$ cat config.mk
export PLATFORM = sky130hd
export DESIGN_NAME = cam_stream_tx_flat
export DESIGN_NICKNAME = d
export VERILOG_FILES = /design/src/rtl/cam_stream_tx_pkg.sv /design/src/rtl/cam_stream_tx_if.sv /design/src/rtl/cam_stream_tx_timing_gen.sv /design/src/rtl/cam_stream_tx.sv /design/src/flat_wrapper.sv
export SDC_FILE = /design/constraint.sdc
export NUM_CORES = 1
export LEC_CHECK = 0
export BUFFER_PORTS_ARGS = -buffer_cell sky130_fd_sc_hd__buf_2
export CAP_MARGIN = 5
export CORE_MARGIN = 1.5
export CORE_UTILIZATION = 55
export DETAILED_ROUTE_END_ITERATION = 8
export PLACE_DENSITY_LB_ADDON = 0.15
export SLEW_MARGIN = 20
export SYNTH_ARGS = -nofsm -noshare
export SYNTH_HDL_FRONTEND = slang
export SYNTH_HIERARCHICAL = 1
export SYNTH_SLANG_ARGS = --single-unit
$ cat constraint.sdc
create_clock -name Clk -period 5 [get_ports Clk]
set_input_delay 0.25 -clock Clk [delete_from_list [all_inputs] [get_ports Clk]]
set_output_delay 0.25 -clock Clk [all_outputs]
set_load 0.1 [all_outputs]
$ cat src/rtl/cam_stream_tx_pkg.sv
// Shared types and default timing for the camera stream transmitter.
// The frame FSM state enum lives here so the top, the timing generator and
// any checker bound to the debug state port all agree on one encoding.
package cam_pkg;

    // Frame phases, in the order a frame walks through them.
    typedef enum logic [2:0] {
        ST_IDLE   = 3'd0,
        ST_VSYNC  = 3'd1,
        ST_VBP    = 3'd2,
        ST_LINE   = 3'd3,
        ST_HBLANK = 3'd4,
        ST_VFP    = 3'd5
    } cam_state_t;

    // Default VGA-like timing, all counted in Cam_pclk periods or lines.
    localparam int DEF_H_ACTIVE    = 640;
    localparam int DEF_V_ACTIVE    = 480;
    localparam int DEF_H_BLANK     = 144;
    localparam int DEF_VSYNC_LINES = 3;
    localparam int DEF_VBP_LINES   = 17;
    localparam int DEF_VFP_LINES   = 10;

    // Fixed bus widths towards the pixel source and the camera pins.
    localparam int PIX_ADDR_W = 19;
    localparam int PIX_W      = 16;
    localparam int BYTE_W     = 8;

    // Elaboration-time maximum, used to size the shared phase counter.
    function automatic int max_int(input int a, input int b);
        return (a > b) ? a : b;
    endfunction

endpackage

$ cat src/rtl/cam_stream_tx_if.sv
// Pixel-source read port plus the parallel camera output pins.
//
// Read port semantics (strobe, no back-pressure): Pix_rd_en is high for
// exactly one Clk with Pix_rd_addr valid in that same Clk; the source must
// present the addressed word on Pix_data during the following Clk, where the
// transmitter samples it. There is no ready; the source is assumed to always
// keep up. The camera pins are a free-running output with no handshake.
interface cam_stream_tx_if;
    import cam_pkg::*;

    logic                  Pix_rd_en;
    logic [PIX_ADDR_W-1:0] Pix_rd_addr;
    logic [PIX_W-1:0]      Pix_data;
    logic                  Cam_pclk;
    logic                  Cam_vsync;
    logic                  Cam_href;
    logic [BYTE_W-1:0]     Cam_data;

    // Transmitter side: drives the read strobe and the camera pins.
    modport master (
        output Pix_rd_en,
        output Pix_rd_addr,
        input  Pix_data,
        output Cam_pclk,
        output Cam_vsync,
        output Cam_href,
        output Cam_data
    );

    // Pixel source / camera receiver side.
    modport slave (
        input  Pix_rd_en,
        input  Pix_rd_addr,
        output Pix_data,
        input  Cam_pclk,
        input  Cam_vsync,
        input  Cam_href,
        input  Cam_data
    );

endinterface

$ cat src/rtl/cam_stream_tx_timing_gen.sv
// Timing generator: Cam_pclk phase, the per-phase period (byte) counter and
// the line counter. It does not decide where the frame goes next; it only
// reports where the current phase ends, and exposes next-cycle counter
// values so the top can register its outputs for the period about to start.
module cam_timing_gen
    import cam_pkg::*;
#(
    parameter int VSYNC_LEN  = DEF_VSYNC_LINES * (2 * DEF_H_ACTIVE + DEF_H_BLANK),
    parameter int VBP_LEN    = DEF_VBP_LINES * (2 * DEF_H_ACTIVE + DEF_H_BLANK),
    parameter int LINE_LEN   = 2 * DEF_H_ACTIVE,
    parameter int HBLANK_LEN = DEF_H_BLANK,
    parameter int VFP_LEN    = DEF_VFP_LINES * (2 * DEF_H_ACTIVE + DEF_H_BLANK),
    parameter int CNT_W      = 15,
    parameter int LINE_W     = 9
) (
    input  logic              Clk,
    input  logic              Reset,
    input  cam_state_t        state_q,
    output logic              pclk,
    output logic              fall,
    output logic              phase_end,
    output logic [CNT_W-1:0]  cnt_d,
    output logic [LINE_W-1:0] line_q,
    output logic [LINE_W-1:0] line_d
);

    logic             pclk_q;
    logic             busy;
    logic [CNT_W-1:0] cnt_q;
    logic [CNT_W-1:0] len_m1;

    assign busy = (state_q != ST_IDLE);
    assign pclk = pclk_q;
    // Every period boundary is the Clk edge on which pclk goes high -> low.
    assign fall = busy && pclk_q;

    // Length of the current phase minus one, in Cam_pclk periods.
    always_comb begin
        len_m1 = '0;
        case (state_q)
            ST_VSYNC:  len_m1 = CNT_W'(VSYNC_LEN - 1);
            ST_VBP:    len_m1 = CNT_W'(VBP_LEN - 1);
            ST_LINE:   len_m1 = CNT_W'(LINE_LEN - 1);
            ST_HBLANK: len_m1 = CNT_W'(HBLANK_LEN - 1);
            ST_VFP:    len_m1 = CNT_W'(VFP_LEN - 1);
            default:   len_m1 = '0;
        endcase
    end

    assign phase_end = fall && (cnt_q == len_m1);

    // Period counter restarts at every phase boundary; it never wraps inside
    // a phase because it is cleared exactly at the phase's last period.
    always_comb begin
        cnt_d = cnt_q;
        if (!busy) begin
            cnt_d = '0;
        end else if (fall) begin
            cnt_d = phase_end ? '0 : cnt_q + 1'b1;
        end
    end

    // Lines sent this frame: cleared before the active region, bumped as
    // each active line finishes.
    always_comb begin
        line_d = line_q;
        if (state_q == ST_IDLE || state_q == ST_VSYNC) begin
            line_d = '0;
        end else if (state_q == ST_LINE && phase_end) begin
            line_d = line_q + 1'b1;
        end
    end

    // pclk toggles every Clk while a frame is running, parked low otherwise.
    always_ff @(posedge Clk or posedge Reset) begin
        if (Reset) begin
            pclk_q <= 1'b0;
        end else begin
            pclk_q <= busy ? ~pclk_q : 1'b0;
        end
    end

    // Counter registers.
    always_ff @(posedge Clk or posedge Reset) begin
        if (Reset) begin
            cnt_q  <= '0;
            line_q <= '0;
        end else begin
            cnt_q  <= cnt_d;
            line_q <= line_d;
        end
    end

endmodule

$ cat src/rtl/cam_stream_tx.sv
// Camera stream transmitter: reads RGB565 pixels from a one-cycle-latency
// source and serialises them as an 8-bit DVP-style stream with vsync/href,
// Cam_pclk at Clk/2. All camera pins update only on the Clk edge that drives
// Cam_pclk low, so a receiver sampling on the rising edge sees stable data.
module cam_stream_tx
    import cam_pkg::*;
#(
    parameter int H_ACTIVE    = DEF_H_ACTIVE,
    parameter int V_ACTIVE    = DEF_V_ACTIVE,
    parameter int H_BLANK     = DEF_H_BLANK,
    parameter int VSYNC_LINES = DEF_VSYNC_LINES,
    parameter int VBP_LINES   = DEF_VBP_LINES,
    parameter int VFP_LINES   = DEF_VFP_LINES
) (
    input  logic            Clk,
    input  logic            Reset,
    input  logic            Run,
    cam_stream_tx_if.master bus,
    output logic            Frame_done,
    output logic            Busy,
    output cam_state_t      Dbg_state
);

    localparam int LT         = 2 * H_ACTIVE + H_BLANK;
    localparam int VSYNC_LEN  = VSYNC_LINES * LT;
    localparam int VBP_LEN    = VBP_LINES * LT;
    localparam int LINE_LEN   = 2 * H_ACTIVE;
    localparam int HBLANK_LEN = H_BLANK;
    localparam int VFP_LEN    = VFP_LINES * LT;
    localparam int MAX_LEN    = max_int(max_int(max_int(VSYNC_LEN, VBP_LEN),
                                                max_int(LINE_LEN, HBLANK_LEN)),
                                        VFP_LEN);
    localparam int CNT_W      = $clog2(MAX_LEN + 1);
    localparam int LINE_W     = $clog2(V_ACTIVE + 1);
    localparam int NPIX       = H_ACTIVE * V_ACTIVE;
    localparam int PIX_IDX_W  = $clog2(NPIX + 1);

    cam_state_t state_q;
    cam_state_t state_d;

    logic              pclk;
    logic              fall;
    logic              phase_end;
    logic [CNT_W-1:0]  cnt_d;
    logic [LINE_W-1:0] line_q;
    logic [LINE_W-1:0] line_d;

    logic              start;
    logic              upd;
    logic              fetch;
    logic              fetch_go;
    logic [BYTE_W-1:0] data_d;

    logic                  vsync_q;
    logic                  href_q;
    logic [BYTE_W-1:0]     data_q;
    logic                  rd_en_q;
    logic [PIX_ADDR_W-1:0] rd_addr_q;
    logic                  rd_pend_q;
    logic [BYTE_W-1:0]     pix_lo_q;
    logic [PIX_IDX_W-1:0]  pix_idx_q;
    logic                  done_q;

    cam_timing_gen #(
        .VSYNC_LEN  (VSYNC_LEN),
        .VBP_LEN    (VBP_LEN),
        .LINE_LEN   (LINE_LEN),
        .HBLANK_LEN (HBLANK_LEN),
        .VFP_LEN    (VFP_LEN),
        .CNT_W      (CNT_W),
        .LINE_W     (LINE_W)
    ) u_timing (
        .Clk       (Clk),
        .Reset     (Reset),
        .state_q   (state_q),
        .pclk      (pclk),
        .fall      (fall),
        .phase_end (phase_end),
        .cnt_d     (cnt_d),
        .line_q    (line_q),
        .line_d    (line_d)
    );

    // A new Cam_pclk period starts either on a falling pclk edge or on the
    // edge that leaves IDLE (pclk is already low there).
    assign start = (state_q == ST_IDLE) && Run;
    assign upd   = start || fall;

    // Next frame phase; Run is only looked at in IDLE and at the end of VFP,
    // so dropping it mid-frame never truncates a frame.
    always_comb begin
        state_d = state_q;
        case (state_q)
            ST_IDLE:   if (Run)       state_d = ST_VSYNC;
            ST_VSYNC:  if (phase_end) state_d = ST_VBP;
            ST_VBP:    if (phase_end) state_d = ST_LINE;
            ST_LINE:   if (phase_end) state_d = ST_HBLANK;
            ST_HBLANK: if (phase_end) state_d = (line_q < LINE_W'(V_ACTIVE)) ? ST_LINE : ST_VFP;
            ST_VFP:    if (phase_end) state_d = Run ? ST_VSYNC : ST_IDLE;
            default:   state_d = ST_IDLE;
        endcase
    end

    // Outputs for the period about to start. A pixel is fetched in the
    // period just before its high byte: the last period ahead of a line, and
    // each odd (low-byte) period of a line except the final one.
    always_comb begin
        fetch    = 1'b0;
        fetch_go = 1'b0;
        data_d   = '0;
        case (state_d)
            ST_VBP:    fetch = (cnt_d == CNT_W'(VBP_LEN - 1));
            ST_LINE:   fetch = cnt_d[0] && (cnt_d < CNT_W'(LINE_LEN - 1));
            ST_HBLANK: fetch = (cnt_d == CNT_W'(HBLANK_LEN - 1)) &&
                               (line_d < LINE_W'(V_ACTIVE));
            default:   fetch = 1'b0;
        endcase
        fetch_go = upd && fetch;
        // High byte straight off the source bus (it is valid on exactly this
        // edge); low byte from the word captured on that same edge earlier.
        if (state_d == ST_LINE) begin
            data_d = cnt_d[0] ? pix_lo_q : bus.Pix_data[15:8];
        end
    end

    // Frame FSM state register.
    always_ff @(posedge Clk or posedge Reset) begin
        if (Reset) begin
            state_q <= ST_IDLE;
        end else begin
            state_q <= state_d;
        end
    end

    // Pixel fetch: strobe, address, and capture of the returned word.
    always_ff @(posedge Clk or posedge Reset) begin
        if (Reset) begin
            rd_en_q   <= 1'b0;
            rd_addr_q <= '0;
            rd_pend_q <= 1'b0;
            pix_lo_q  <= '0;
            pix_idx_q <= '0;
        end else begin
            rd_en_q   <= fetch_go;
            rd_pend_q <= rd_en_q;
            if (rd_pend_q) begin
                pix_lo_q <= bus.Pix_data[7:0];
            end
            if (fetch_go) begin
                rd_addr_q <= PIX_ADDR_W'(pix_idx_q);
                pix_idx_q <= pix_idx_q + 1'b1;
            end else if (state_q == ST_IDLE || state_q == ST_VSYNC) begin
                pix_idx_q <= '0;
            end
        end
    end

    // Camera pins, updated only at period starts; Frame_done as a pulse.
    always_ff @(posedge Clk or posedge Reset) begin
        if (Reset) begin
            vsync_q <= 1'b0;
            href_q  <= 1'b0;
            data_q  <= '0;
            done_q  <= 1'b0;
        end else begin
            if (upd) begin
                vsync_q <= (state_d == ST_VSYNC);
                href_q  <= (state_d == ST_LINE);
                data_q  <= data_d;
            end
            done_q <= (state_q == ST_VFP) && phase_end;
        end
    end

    assign bus.Cam_pclk    = pclk;
    assign bus.Cam_vsync   = vsync_q;
    assign bus.Cam_href    = href_q;
    assign bus.Cam_data    = data_q;
    assign bus.Pix_rd_en   = rd_en_q;
    assign bus.Pix_rd_addr = rd_addr_q;
    assign Frame_done      = done_q;
    assign Busy            = (state_q != ST_IDLE);
    assign Dbg_state       = state_q;

endmodule

$ cat src/flat_wrapper.sv
// flat-port wrapper written by rule: the top's interface ports become plain ports
module cam_stream_tx_flat import cam_pkg::*;
#(
    parameter int H_ACTIVE    = DEF_H_ACTIVE,
    parameter int V_ACTIVE    = DEF_V_ACTIVE,
    parameter int H_BLANK     = DEF_H_BLANK,
    parameter int VSYNC_LINES = DEF_VSYNC_LINES,
    parameter int VBP_LINES   = DEF_VBP_LINES,
    parameter int VFP_LINES   = DEF_VFP_LINES
)
  (Clk, Reset, Run, Frame_done, Busy, Dbg_state, bus_Pix_rd_en, bus_Pix_rd_addr, bus_Pix_data, bus_Cam_pclk, bus_Cam_vsync, bus_Cam_href, bus_Cam_data);
  cam_stream_tx_if bus_i ();
  input  logic Clk;
  input  logic Reset;
  input  logic Run;
  output logic Frame_done;
  output logic Busy;
  output cam_state_t Dbg_state;
  output wire logic [$bits(bus_i.Pix_rd_en)-1:0] bus_Pix_rd_en;
  output wire logic [$bits(bus_i.Pix_rd_addr)-1:0] bus_Pix_rd_addr;
  input wire logic [$bits(bus_i.Pix_data)-1:0] bus_Pix_data;
  output wire logic [$bits(bus_i.Cam_pclk)-1:0] bus_Cam_pclk;
  output wire logic [$bits(bus_i.Cam_vsync)-1:0] bus_Cam_vsync;
  output wire logic [$bits(bus_i.Cam_href)-1:0] bus_Cam_href;
  output wire logic [$bits(bus_i.Cam_data)-1:0] bus_Cam_data;
  assign bus_Pix_rd_en = bus_i.Pix_rd_en;
  assign bus_Pix_rd_addr = bus_i.Pix_rd_addr;
  assign bus_i.Pix_data = bus_Pix_data;
  assign bus_Cam_pclk = bus_i.Cam_pclk;
  assign bus_Cam_vsync = bus_i.Cam_vsync;
  assign bus_Cam_href = bus_i.Cam_href;
  assign bus_Cam_data = bus_i.Cam_data;
  cam_stream_tx #(.H_ACTIVE(H_ACTIVE), .V_ACTIVE(V_ACTIVE), .H_BLANK(H_BLANK), .VSYNC_LINES(VSYNC_LINES), .VBP_LINES(VBP_LINES), .VFP_LINES(VFP_LINES)) u_core (.Clk(Clk), .Reset(Reset), .Run(Run), .bus(bus_i), .Frame_done(Frame_done), .Busy(Busy), .Dbg_state(Dbg_state));
endmodule
## Yosys cells after proc, flatten, opt, wreduce, memory -nomap -nowiden

Index checks and enable logic that the tools add are counted.

| word-level totals | value |
|---|---|
| register bits | 87 |
| bits of input ports | 19 |
| output and inout bits | 36 |
| logic and storage cells | 66 |

| operators by class | value |
|---|---|
| $add $sub $neg | 3 |
| $lt $le $gt $ge | 3 |
| equality and inequality tests | 12 |
| multiplexer cells | 21 |
| bitwise operators | 1 |
| reduce and logical (&&, ||, !) cells | 13 |

Operator list:

| kind | count |
|---|---|
| 15-bit one-hot mux with 5 select lines | 1 |
| 15-bit 2-to-1 mux | 3 |
| 19-bit 2-to-1 mux | 2 |
| 3-bit 2-to-1 mux | 7 |
| 19-bit by 1-bit adder with 19-bit output (second input constant) | 1 |
| 9-bit < comparator (second input constant) | 2 |
| 9-bit 2-to-1 mux | 2 |
| 3-bit one-hot mux with 6 select lines | 1 |
| 8-bit 2-to-1 mux | 2 |
| 15-bit by 1-bit adder with 15-bit output (second input constant) | 1 |
| 15-bit == test | 1 |
| 15-bit == test (second input constant) | 1 |
| 15-bit by 8-bit == test with 1-bit output (second input constant) | 1 |
| 15-bit by 11-bit < comparator with 1-bit output (second input constant) | 1 |
| 3-bit by 2-bit == test with 1-bit output (second input constant) | 4 |
| 9-bit by 1-bit adder with 9-bit output (second input constant) | 1 |
| 3-bit == test (second input constant) | 3 |
| 1-bit logical AND | 8 |
| 3-bit by 1-bit == test with 1-bit output (second input constant) | 2 |
| 3-bit logical NOT | 1 |
| 1-bit one-hot mux with 3 select lines | 1 |
| 3-bit nonzero test | 1 |
| 1-bit logical OR | 2 |
| 1-bit 2-to-1 mux | 2 |
| other kinds (2) | 2 |

## Depth between registers and ports, before layout

Gate-level depths: netlist of run 1.

| depth | value |
|---|---|
| depth after elaboration | 12 |
| gate-level depth with buffers | 17 |
| depth with buffers taken out | 15 |

## Cells and area by module

The synthesis of run 1 kept the hierarchy.

By module, submodules not included:

| module | instances | cells each | area an instance (um2) | seq. area each (um2) |
|---|---|---|---|---|
| cam_stream_tx | 1 | 270 | 3,099.2 | 1,551.5 |
| cam_timing_gen | 1 | 201 | 1,647.8 | 625.6 |

## Least setup slack after synthesis of run 1

OpenSTA, ideal clock, no wires.

| path | value |
|---|---|
| path kind | register to register |
| start point | register u_core.state_q[0], in the netlist u_core/Dbg_state[0] |
| end point | register u_core.rd_addr_q[0], in the netlist u_core/bus.Pix_rd_addr[0] |
| library setup time | 0.125 ns |
| arrival | 4.701 ns |
| data required time | 4.875 ns |
| setup slack | 0.173 ns |
| stages on the path, launching flop included | 17 |
| path buffers | 3 |
| clock period less this slack | 4.827 ns |
| cells stage by stage | dfrtp_1 buf_2 nor3_1 nor4b_1 o21ai_1 or4_1 buf_2 o21ai_1 buf_2 nor2_1 nor4_1 and3_1 o211ai_1 a221oi_1 nand2_2 inv_2 mux2_2 |

| between the ends | value |
|---|---|
| word-level cells in the longest chain between the ends | 11 |
| elaborated cells on any way between the ends | 38 |
| classes of those cells | order compare (2); eq/ne (11); mux (14); reduce/logical (11) |

RTL lines:

| element | RTL line | text |
|---|---|---|
| start, declared | cam_stream_tx.sv:38 | `cam_state_t state_q;` |
| start signal, assigned | cam_stream_tx.sv:131 | `state_q <= state_d;` |
| 3-bit == test (tied with other cells) | cam_stream_tx_timing_gen.sv:40 | `case (state_q)` |
| 15-bit one-hot mux with 5 select lines | cam_stream_tx_timing_gen.sv:40 |  |
| 15-bit == test | cam_stream_tx_timing_gen.sv:50 | `assign phase_end = fall && (cnt_q == len_m1);` |
| 1-bit logical AND | cam_stream_tx_timing_gen.sv:50 |  |
| 15-bit 2-to-1 mux | cam_stream_tx_timing_gen.sv:59 | `cnt_d = phase_end ? '0 : cnt_q + 1'b1;` |
| 15-bit 2-to-1 mux | cam_stream_tx_timing_gen.sv:58 | `end else if (fall) begin` |
| 15-bit 2-to-1 mux * | cam_stream_tx_timing_gen.sv:56 | `if (!busy) begin` |
| via u_core.cnt_d[11] | cam_stream_tx.sv:44 | `logic [CNT_W-1:0] cnt_d;` |
| 15-bit by 11-bit < comparator with 1-bit output / 15-bit by 8-bit == test with 1-bit output (equally long branches) | cam_stream_tx.sv:113, cam_stream_tx.sv:114 |  |
| 1-bit logical AND, on equally long branches | cam_stream_tx.sv:113, cam_stream_tx.sv:114 |  |
| 1-bit one-hot mux with 3 select lines * | cam_stream_tx.sv:111 | `case (state_d)` |
| 1-bit logical AND * | cam_stream_tx.sv:118 | `fetch_go = upd && fetch;` |
| via u_core.fetch_go | cam_stream_tx.sv:51 | `logic fetch_go;` |
| end signal, assigned | cam_stream_tx.sv:150 | `rd_addr_q <= PIX_ADDR_W'(pix_idx_q);` |
| end, declared | cam_stream_tx.sv:58 | `logic [PIX_ADDR_W-1:0] rd_addr_q;` |

The timed path passes the listed nets; every way through them passes the cells marked *.
A chain may end at the register's enable or synchronous reset.

## Worst setup path after layout of run 1

| path | value |
|---|---|
| start point | register u_core.u_timing.cnt_q[1] |
| end point | register u_core.pix_idx_q[2] |

| between the ends | value |
|---|---|
| word-level cells in the longest chain between the ends | 10 |
| elaborated cells on any way between the ends | 28 |
| classes of those cells | add/sub (1); order compare (2); eq/ne (6); mux (13); reduce/logical (6) |

RTL lines:

| element | RTL line | text |
|---|---|---|
| start, declared | cam_stream_tx_timing_gen.sv:29 | `logic [CNT_W-1:0] cnt_q;` |
| start signal, assigned | cam_stream_tx_timing_gen.sv:89 | `cnt_q <= cnt_d;` |
| branches (longest 2 deep; another with 15-bit by 1-bit adder with 15-bit output) | - |  |
| 15-bit 2-to-1 mux * | cam_stream_tx_timing_gen.sv:59 |  |
| 15-bit 2-to-1 mux * | cam_stream_tx_timing_gen.sv:58 |  |
| 15-bit 2-to-1 mux * | cam_stream_tx_timing_gen.sv:56 |  |
| via u_core.cnt_d[11] | cam_stream_tx.sv:44 |  |
| 15-bit by 11-bit < comparator with 1-bit output / 15-bit by 8-bit == test with 1-bit output (equally long branches) | cam_stream_tx.sv:113, cam_stream_tx.sv:114 |  |
| 1-bit logical AND, on equally long branches | cam_stream_tx.sv:113, cam_stream_tx.sv:114 |  |
| 1-bit one-hot mux with 3 select lines * | cam_stream_tx.sv:111 |  |
| 1-bit logical AND * | cam_stream_tx.sv:118 |  |
| 19-bit 2-to-1 mux / 2-bit nonzero test (equally long branches) | - |  |
| end signal, assigned | cam_stream_tx.sv:151 | `pix_idx_q <= pix_idx_q + 1'b1;` |
| end, declared | cam_stream_tx.sv:61 | `logic [PIX_IDX_W-1:0] pix_idx_q;` |

Mark *: on every way through the listed nets, which the timed path passes.

==> impl_metrics.py, run 1 <==
metrics = {
    "clock_tree": {
        "cts_buffers": 9,
        "clkTransAtPathRegs_ns": 0.09,
        "clock_sinks": 87,
        "clockBufferDepth": 2,
        "htree_num_levels": 3,
        "cts_tree": "built",
        "cts_root_buf": "clkbuf_8",
        "insertion_delay_ns": 0.35,
    },
    "layout": {
        "fin_util_pct": 63.9,
        "drive_gt1_share_pct": 24.4,
        "area_growth_pct": 11.7,
        "diodes": 0,
        "final_area_um2": 5300,
        "fin_nets": 541,
        "fin_cells": 629,
    },
    "timing": {
        "setup_viol": 0,
        "fmax_mhz": 217,
        "setup_slack_ns": 0.395,
        "fin_tns_setup_ns": 0,
        "skew_ns": 0.0163,
        "drv_slew": 0,
        "period_share_pct": 92.1,
        "rsz0062_at_grt": "no",
        "post-route-min-period_ns": 4.60,
        "tightest_slew_ns": 1.09,
        "slew_headroom_pct": 27.6,
        "finalHoldViolCount": 0,
    },
    "pwr": {
        "p_switching_uw": 406,
        "p_per_area_nw_per_um2": 281,
        "ir_drop_mv": 0.180,
        "p_comb_share_pct": 12.1,
        "power_frac_seq_pct": 51.1,
        "p_clk_share_pct": 36.8,
        "leakage_uw": 0.00251,
        "p_int_uw": 1090,
        "switching_share_pct": 27.2,
    },
    "global_route": {
        "grt_pass1_wl_um": 16800,
        "antenna_found_initial": 0,
        "grt_usage_pct": 23.7,
        "grt_remaining_overflow": 0,
        "grt_pass1_vias": 3474,
        "grt_max_degree": 63,
    },
    "place": {
        "placed_area_um2": 5070,
        "dp_slack_ns": 0.346,
        "place_inst": 613,
        "numPortBuffers": 54,
        "place.gp.congestion": 0.901,
        "hpwlAfterDp_um": 6980,
    },
    "run_status": {
        "status": "finished, final reports clean",
    },
    "synth": {
        "yosysSeqAreaShare_pct": 45.9,
        "synth_edf_count": 0,
        "synthArstFlopShare_pct": 100,
        "yosysWarnings": 6,
        "synth_top_area_share_pct": 45.9,
        "syn_area_per_cell_um2": 10.1,
        "synth_area_leaders": "dfrtp_1, mux2_2, nand2_1",
        "synth-seq-cells": 87,
        "ys_types": 64,
        "syn_inst": 471,
        "syn_nets": 493,
        "dominantRegCellSynth": "dfrtp_1",
        "synth_area_leader_cell": "dfrtp_1",
        "synth_area_um2": 4750,
    },
    "worst_setup_path": {
        "critPathBufInv": 1,
        "crit_family": "simple AND/OR/NAND/NOR gates",
        "cp_max_fo": 26,
        "critPathArrivalTime_ns": 4.90,
        "path_class": "flip-flop to flip-flop",
        "critPathRequiredTime_ns": 5.29,
        "r2r_setup_slack_ns": 0.40,
        "critPathCaptureType": "flip-flop",
        "max_stage_delay_ns": 0.55,
        "crit_slowest_cell": "or4_4",
        "startpoint_type": "flip-flop",
        "crit_chain": "or4_1, a211oi_2, o21ai_1, or4_1, o21ai_1, buf_4, nor2_1, nor4_1, nand3_1, or4_4, and3_1, nor4b_1, a211o_1",
    },
    "route": {
        "drtAntennaViolNets": 0,
        "drt_first_pass_iters": 5,
        "post_drt_wl_per_cell_um": 16.1,
        "routed_via_density": 5.99,
        "drc_errors": 0,
        "drt-total-wl_um": 10100,
        "drtIter0Drc": 230,
        "vias": 3769,
    },
    "floorplanning": {
        "fp.dieW_um": 95.9,
        "die-height_um": 95.9,
        "fp.dieArea_um2": 9200,
        "core_um2": 8300,
        "rows": 33,
        "io_pins": 55,
        "initial_core_util_pct": 57.2,
    },
    "run": {
        "drv_cap": 0,
    },
    "hold_path": {
        "hold_class": "input pin to asynchronous set/reset pin",
    },
}
==> synthesized netlist by cell type, types with 4 or more instances <==
cell type	instances
nand4b_1	7
nand2b_1	12
nor4_1	13
nand2_1	56
mux2_2	20
xnor2_1	6
mux2_4	9
nor2_1	40
nor4_2	7
nand3_1	22
mux2i_1	14
and3_1	6
dfrtp_1	87
a21oi_1	6
xor2_1	11
clkbuf_1	11
inv_1	9
o21ai_0	16
or3_1	5
buf_2	9
nand4_1	9
a211o_1	13
nor3_1	14
or4_1	4
==> final timing paths <==
check                                    startpoint                        to  cells past startpoint
setup reg to reg           u_core/u_timing/cnt_q[1]       u_core/pix_idx_q[2]                     13
hold reg to reg                u_core/bus.Pix_rd_en          u_core/rd_pend_q                      0
setup / recovery           u_core/u_timing/cnt_q[1]       u_core/pix_idx_q[2]                     13
max in group asynchronous                     Reset       u_core/Dbg_state[0]                      3
min in group Clk                    bus_Pix_data[7]        u_core/pix_lo_q[7]                      2
hold / removal                                Reset  u_core/u_timing/cnt_q[1]                      2
==> area by class of cell <==
class | count | area, um^2
sequential | 87 | 2180
timing repair buffer | 61 | 323
fill | 672 | 3000
clock buffer | 12 | 145
clock inverter | 4 | 77.6
inverter | 10 | 37.5
tap | 105 | 131
multi-input combinational | 350 | 2410
==> layout by cell type, fill, tap and decap left out, drive strengths merged, types with 2 or more instances in the layout <==
master  synthesis  layout
nor4           20      20
or4             5       5
and4            3       3
mux2           29      29
nand4b          7       7
and3            6       6
a22oi           2       2
xor2           11      11
o211a           2       2
o41ai           2       2
a211oi          3       3
nor3b           3       3
a21o            3       3
ha              3       3
a21oi           7       7
o21ai          18      18
nand4           9       9
clkinv          0       2
clkbuf         11      12
o31a            2       2
or3b            2       2
inv            10      10
mux2i          14      14
nand2          57      57
a32o            2       2
nand2b         12      12
dfrtp          87      87
bufinv          0       2
a211o          13      13
nor3           15      15
or3             5       5
or2             3       3
nor2           40      40
nand3          23      23
xnor2           6       6
nor4b           3       3
a221o           2       2
buf            13      61
a22o            3       3
==> kinds of logic after synthesis <==
kind of cell	after synthesis	share of synthesized area, %
compound gates	68	10.8
xor+xnor	17	3.14
fa+ha+maj	3	0.791
buf+inv	34	3.48
flops	87	45.9
mux	43	10.5
simple gates	219	25.4
==> repair_timing <==
action | CTS | global route
hold buffers | 0 | 0
buffers inserted | 0 | 0
endpoints found under the setup margin | 0 | 14
gates resized for setup | 0 | 2
==> sequential cells by signal, summed over array words and instances (netlist names) <==
register	count
u_core/Dbg_state	3
u_core/Frame_done	1
u_core/bus.Cam_data	8
u_core/bus.Cam_href	1
u_core/bus.Cam_vsync	1
u_core/bus.Pix_rd_addr	19
u_core/bus.Pix_rd_en	1
u_core/pix_idx_q	19
u_core/pix_lo_q	8
u_core/rd_pend_q	1
u_core/u_timing/cnt_q	15
u_core/u_timing/line_q	9
u_core/u_timing/pclk	1
==> power by group through the flow <==
stage	clock [uW]	combinational, uW	sequential (uW)
2_1_floorplan	0	129	778
3_3_place_gp	0	173	773
3_5_place_dp	0	179	775
4_1_cts	563	180	761
5_1_grt	598	203	765
6_report	549	180	763
==> stage by stage <==
stage	hold slack (ns)	power, uW
finish	0.00484	1490
global route	0.0511	1570
CTS	0.115	1500
detailed placement	0.366	954
global placement	0.376	946
floorplan	0.277	907
==> metal layers <==
| layer | global-route usage (%) | routed length [um] | vias to the layer above |
|---|---|---|---|
| met5 | 0 | 0 | - |
| met4 | 7.11 | 173 | 0 |
| met3 | 4.98 | 389 | 16 |
| met2 | 38.1 | 4840 | 79 |
| met1 | 32.1 | 4720 | 1849 |
| li1 | - | - | 1825 |
Power figures use the tool's default switching activity.
==> run 2: changes to the inputs <==
--- a/config.mk
+++ b/config.mk
@@ -10,7 +10,7 @@
 export CORE_MARGIN = 1.5
 export CORE_UTILIZATION = 55
 export DETAILED_ROUTE_END_ITERATION = 8
-export PLACE_DENSITY_LB_ADDON = 0.15
+export PLACE_DENSITY_LB_ADDON = 0.12
 export SLEW_MARGIN = 20
 export SYNTH_ARGS = -nofsm -noshare
 export SYNTH_HDL_FRONTEND = slang
==> impl_metrics.py, run 2 (same netlist as run 1, synthesis figures left out) <==
metrics = {
    "worst_setup_path": {
        "critPathArrivalTime_ns": 4.84,
        "crit_slowest_cell": "dfrtp_1",
        "cp_max_fo": 17,
        "max_stage_delay_ns": 0.58,
        "startpoint_type": "flip-flop",
        "path_class": "flip-flop to flip-flop",
        "crit_path_end": "u_core/pix_idx_q[10]",
        "crit_chain": "or3_1, a211oi_2, o21ai_1, or4_1, o21ai_1, buf_4, nor2_1, nor4_1, and3_1, o211ai_1, a221oi_1, a21oi_2, buf_4, a211o_1",
        "worstRegToRegCells": 14,
        "critPathCaptureType": "flip-flop",
        "crit_cells": 14,
        "reg2reg_from": "u_core/Dbg_state[1]",
        "crit_family": "compound AO/OA/AOI/OAI gates",
        "critPathRequiredTime_ns": 5.23,
        "worstSetupStartpoint": "u_core/Dbg_state[1]",
        "critPathBufInv": 2,
        "r2r_setup_slack_ns": 0.38,
        "rr_endpoint": "u_core/pix_idx_q[10]",
    },
    "timing": {
        "fmax_mhz": 217,
        "period_share_pct": 92.3,
        "fin_tns_setup_ns": 0,
        "finalHoldViolCount": 0,
        "drv_slew": 0,
        "tightest_slew_ns": 0.953,
        "post-route-min-period_ns": 4.62,
        "slew_headroom_pct": 36.1,
        "rsz0062_at_grt": "no",
        "setup_viol": 0,
        "setup_slack_ns": 0.384,
        "skew_ns": 0.00889,
    },
    "run_status": {
        "status": "finished, final reports clean",
    },
    "route": {
        "drc_errors": 0,
        "vias": 3781,
        "drtAntennaViolNets": 0,
        "drt-total-wl_um": 10300,
        "drtIter0Drc": 228,
        "drt_first_pass_iters": 4,
        "routed_via_density": 5.99,
        "post_drt_wl_per_cell_um": 16.3,
    },
    "layout": {
        "area_growth_pct": 11.2,
        "final_cell_mix": "dfrtp_1, nand2_1, buf_2",
        "fin_nets": 543,
        "final_common_cell": "dfrtp_1",
        "drive_gt1_share_pct": 25.1,
        "diodes": 0,
    },
    "global_route": {
        "grt_max_degree": 63,
        "use_met3_pct": 3.24,
        "busiest_layer": "met2",
        "grt_usage_pct": 24.2,
        "grt_pass1_wl_um": 17300,
        "grtUsageMet1_pct": 34.3,
        "grt_pass1_vias": 3589,
        "grt_remaining_overflow": 0,
        "antenna_found_initial": 0,
        "grt_use_met2_pct": 38.3,
    },
    "clock_tree": {
        "cts_root_buf": "clkbuf_8",
        "cts_tree": "built",
        "insertion_delay_ns": 0.34,
        "clockBufferDepth": 2,
        "htree_num_levels": 3,
        "cts_buffers": 9,
        "clkTransAtPathRegs_ns": 0.09,
        "clock_sinks": 87,
        "cts_setup_buffers": 0,
    },
    "place": {
        "place.gp.congestion": 0.861,
        "hpwlAfterDp_um": 7100,
        "numPortBuffers": 54,
        "dp_slack_ns": 0.141,
    },
    "pwr": {
        "power_frac_seq_pct": 54.6,
        "ir_drop_mv": 0.163,
        "leakage_uw": 0.00250,
        "p_int_uw": 987,
        "switching_share_pct": 29.2,
        "p_comb_share_pct": 13.0,
        "p_clk_share_pct": 32.4,
        "p_switching_uw": 406,
        "p_per_area_nw_per_um2": 264,
    },
    "floorplanning": {
        "io_pins": 55,
        "core_um2": 8300,
        "fp.dieW_um": 95.9,
        "fp.dieArea_um2": 9200,
        "initial_core_util_pct": 57.2,
        "die-height_um": 95.9,
        "rows": 33,
    },
    "hold_path": {
        "hold_class": "input pin to asynchronous set/reset pin",
    },
    "run": {
        "drv_cap": 0,
    },
}
run 2: changes by cell type in the layout (fill, tap and decap cells not counted):
cell        delta
and3_1         -1
and3_2         +1
buf_4          +1
bufinv_16      -2
clkbuf_1       -1
clkbuf_4       +1
clkinv_4       +1
clkinvlp_4     +2
run 2: worst reg2reg max path: cells and delay by family, from the launching register on:
kind	cells	cell delay, ns
AOI/OAI and AO/OA	7	1.73
buffers and inverters	2	0.46
DFF	1	0.58
and+or+nand+nor	5	1.72
run 2: stage by stage:
stage / utilization [%] / std cells / total power (uW) / hold slack (ns) / cell area [um^2]
final: 63.6 / 631 / 1390 / 0.0165 / 5280
after global routing: 63.6 / 631 / 1460 / 0.0529 / 5280
after CTS: 63.4 / 630 / 1400 / 0.119 / 5260
after detailed placement: 61.2 / 614 / 953 / 0.372 / 5080
after global placement: 61.2 / 614 / 951 / 0.371 / 5080
after floorplan: - / 471 / 907 / 0.277 / 4750
run 2: per-layer routing:
layer | share of wire (%) | vias to the layer above
li1 | - | 1826
met2 | 48 | 80
met4 | 1.4 | 0
met5 | 0 | -
met3 | 3.6 | 14
met1 | 47 | 1861
run 2: power groups by stage:
stage / Combinational, uW / Clock, uW / Sequential [uW]
after detailed placement: 180 / 0 / 773
after global routing: 203 / 495 / 763
after floorplan: 129 / 0 / 778
after CTS: 180 / 464 / 760
final: 181 / 451 / 761
after global placement: 178 / 0 / 773
run 2: layout make-up:
class	count	area [um^2]
fillers	699	3020
multi-input cells	350	2410
flip-flops and latches	87	2180
repair buffers	63	338
clock buffers	11	141
well taps	105	131
clock inverters	5	41.3
inverters	10	37.5
run 2: worst min path at each step:
stage                     depth (start not counted)                        end  slack (ns)
after floorplan                                   1   u_core/u_timing/cnt_q[0]        0.28
after global placement                            0           u_core/rd_pend_q        0.37
after detailed placement                          0           u_core/rd_pend_q        0.37
after CTS                                         2         u_core/pix_lo_q[6]        0.12
after global routing                              2  u_core/u_timing/line_q[3]        0.05
final                                             2  u_core/u_timing/line_q[1]        0.02
run 2: repair_timing:
| item | 4_1_cts | 5_1_grt |
|---|---|---|
| endpoints found under the setup margin | 0 | 33 |
| gates resized for setup | 0 | 2 |
| hold buffers | 0 | 0 |
==> run 3: changes to the inputs <==
--- a/config.mk
+++ b/config.mk
@@ -5,6 +5,7 @@
 export SDC_FILE = /design/constraint.sdc
 export NUM_CORES = 1
 export LEC_CHECK = 0
+export ABC_AREA = 1
 export BUFFER_PORTS_ARGS = -buffer_cell sky130_fd_sc_hd__buf_2
 export CAP_MARGIN = 5
 export CORE_MARGIN = 1.5
==> impl_metrics.py, run 3 <==
metrics = {
    "worst_setup_path": {
        "critPathBufInv": 1,
        "max_stage_delay_ns": 0.77,
        "crit_slowest_cell": "dfrtp_1",
        "critPathArrivalTime_ns": 4.18,
        "crit_family": "simple AND/OR/NAND/NOR gates",
        "critPathCaptureType": "flip-flop",
        "startpoint_type": "flip-flop",
        "crit_path_frequent_cell": "nand2_1",
        "worstRegToRegCells": 19,
        "path_class": "flip-flop to flip-flop",
        "critPathRequiredTime_ns": 5.24,
        "crit_cells": 19,
        "crit_chain": "nor2_8, nand2_4, nand2_2, nor3_2, nand2_1, nor2_1, nand2_1, nand2_1, inv_1, nor4_1, nand4_1, nor2_1, nand2_1, nand3_1, nand2_1, nand2_1, nand4_4, nand3_1, nand2_1",
        "cp_max_fo": 19,
    },
    "clock_tree": {
        "clock_sinks": 87,
        "cts_root_buf": "clkbuf_8",
        "htree_num_levels": 3,
        "insertion_delay_ns": 0.35,
        "cts_tree": "built",
        "cts_resized": 0,
        "cts_buffers": 9,
        "clkTransAtPathRegs_ns": 0.09,
        "cts_setup_buffers": 0,
        "hold_buffers": 0,
        "clockBufferDepth": 2,
    },
    "layout": {
        "n_fill_cell": 873,
        "multi_input_area_um2": 2580,
        "fin_nets": 770,
        "seq_area_um2": 2180,
        "diodes": 0,
        "final_common_cell": "nand2_1",
        "area_growth_pct": 9.95,
        "final_cell_mix": "nand2_1, nand3_1, dfrtp_1",
        "drive_gt1_share_pct": 14.2,
    },
    "route": {
        "drt_first_pass_iters": 5,
        "drc_errors": 0,
        "vias": 4675,
        "routed_via_density": 5.41,
        "drtAntennaViolNets": 0,
        "drtIter0Drc": 307,
        "drt-total-wl_um": 12100,
        "post_drt_wl_per_cell_um": 14.0,
    },
    "timing": {
        "rsz0062_at_grt": "no",
        "fin_tns_setup_ns": 0,
        "setup_viol": 0,
        "skew_ns": 0.0114,
        "post-route-min-period_ns": 3.94,
        "finalHoldViolCount": 0,
        "slew_headroom_pct": 37.2,
        "whs_ns": 0.0980,
        "fmax_mhz": 254,
        "drv_slew": 0,
        "period_share_pct": 78.8,
        "tightest_slew_ns": 0.941,
    },
    "hold_path": {
        "hold_class": "input pin to flip-flop",
        "hold_depth": 3,
    },
    "floorplanning": {
        "fp.dieW_um": 100,
        "fp.dieArea_um2": 10000,
        "die-height_um": 100,
        "rows": 35,
        "io_pins": 55,
        "initial_core_util_pct": 56.4,
        "core_um2": 9200,
    },
    "synth": {
        "syn_inst": 702,
        "synth_area_leader_cell": "dfrtp_1",
        "synth-seq-cells": 87,
        "synth_most_common_cell": "nand2_1",
        "yosysWarnings": 6,
        "synth_commonest_cells": "nand2_1, nand3_1, dfrtp_1, inv_1, nor2_1",
        "synth_edf_count": 0,
        "synth.area.mux_share_pct": 0,
        "dominantRegCellSynth": "dfrtp_1",
        "synth-compound-area-share_pct": 5.65,
        "synth_area_um2": 5180,
        "synth_top_family_by_area": "simple AND/OR/NAND/NOR gates",
        "synth_fa_ha_area_share_pct": 0.724,
        "ys_types": 41,
        "yosysSeqAreaShare_pct": 42.0,
        "synthArstFlopShare_pct": 100,
        "synth_area_leaders": "dfrtp_1, nand2_1, nand3_1",
        "synthSimpleGateAreaFrac_pct": 38.6,
        "syn_nets": 724,
        "syn_area_per_cell_um2": 7.38,
        "synth_top_area_share_pct": 42.0,
        "synth_xor_area_share_pct": 4.73,
    },
    "pwr": {
        "p_per_area_nw_per_um2": 225,
        "leakage_uw": 0.00300,
        "finalPower_uw": 1280,
        "ir_drop_mv": 0.221,
    },
    "place": {
        "numPortBuffers": 54,
        "place.gp.congestion": 0.963,
        "hpwlAfterDp_um": 8630,
    },
    "global_route": {
        "grt_pass1_vias": 4430,
        "grt_max_degree": 63,
        "grt_pass1_wl_um": 20700,
        "antenna_found_initial": 0,
        "grt_remaining_overflow": 0,
        "grt_usage_pct": 25.5,
    },
    "run": {
        "drv_cap": 0,
    },
    "run_status": {
        "status": "finished, final reports clean",
    },
}
run 3: final timing paths:
check | end | slack [ns] | start
worst max-delay path | u_core/pix_idx_q[5] | 1.06 | u_core/Dbg_state[2]
worst min-delay path | u_core/pix_lo_q[2] | 0.1 | bus_Pix_data[2]
worst max register to register | u_core/pix_idx_q[5] | 1.06 | u_core/Dbg_state[2]
worst min register to register | u_core/rd_pend_q | 0.39 | u_core/bus.Pix_rd_en
max in group asynchronous | u_core/u_timing/line_q[8] | 4.31 | Reset
min in group asynchronous | u_core/u_timing/cnt_q[10] | 0.11 | Reset
run 3: cells by family (layout without fill, tap and decap cells):
family	count (synthesis)	in the layout
AO/OA/AOI/OAI	53	53
XOR/XNOR	28	28
adder cells (fa/ha/maj)	3	3
buffers and inverters	95	146
flip-flops	87	87
AND/OR/NAND/NOR	436	436
run 3: tightest hold or removal path, delay by kind of cell:
kind / cells / cell delay [ns]
AO/OA/AOI/OAI: 1 / 0.05
AND/OR/NAND/NOR: 1 / 0.04
buffers and inverters: 1 / 0.08
run 3: where the power goes:
part	leakage (uW)	internal [uW]	total (uW)	switching [uW]
Combinational	0.00174	5.49	21.0	15.5
Clock	0.000113	298	558	260
Sequential	0.00115	703	703	0
run 3: cell type report:
| class | count | share of cell area (%) |
|---|---|---|
| clock buffer | 10 | 2.42 |
| clock inverter | 6 | 1.58 |
| inverter | 72 | 4.79 |
| multi-input combinational | 520 | 45.3 |
| sequential | 87 | 38.2 |
| tap | 111 | 2.44 |
| timing repair buffer | 58 | 5.27 |
run 3: per-stage QoR:
step / instances / cell area [um^2] / setup slack, ns / util, %
finish: 864 / 5700 / 1.06 / 62.0
global route: 864 / 5700 / 0.633 / 62.0
CTS: 864 / 5690 / 0.929 / 61.9
detailed placement: 848 / 5470 / 0.943 / 59.4
global placement: 848 / 5470 / 1.11 / 59.4
floorplan: 702 / 5180 / 1.29 / -
run 3: layer usage:
| metal | part of all wire (%) | track usage [%] |
|---|---|---|
| met3 | 4.4 | 4.04 |
| met5 | 0 | 0 |
| met2 | 50 | 43.7 |
| met4 | 1.1 | 5.96 |
| met1 | 44 | 34.1 |
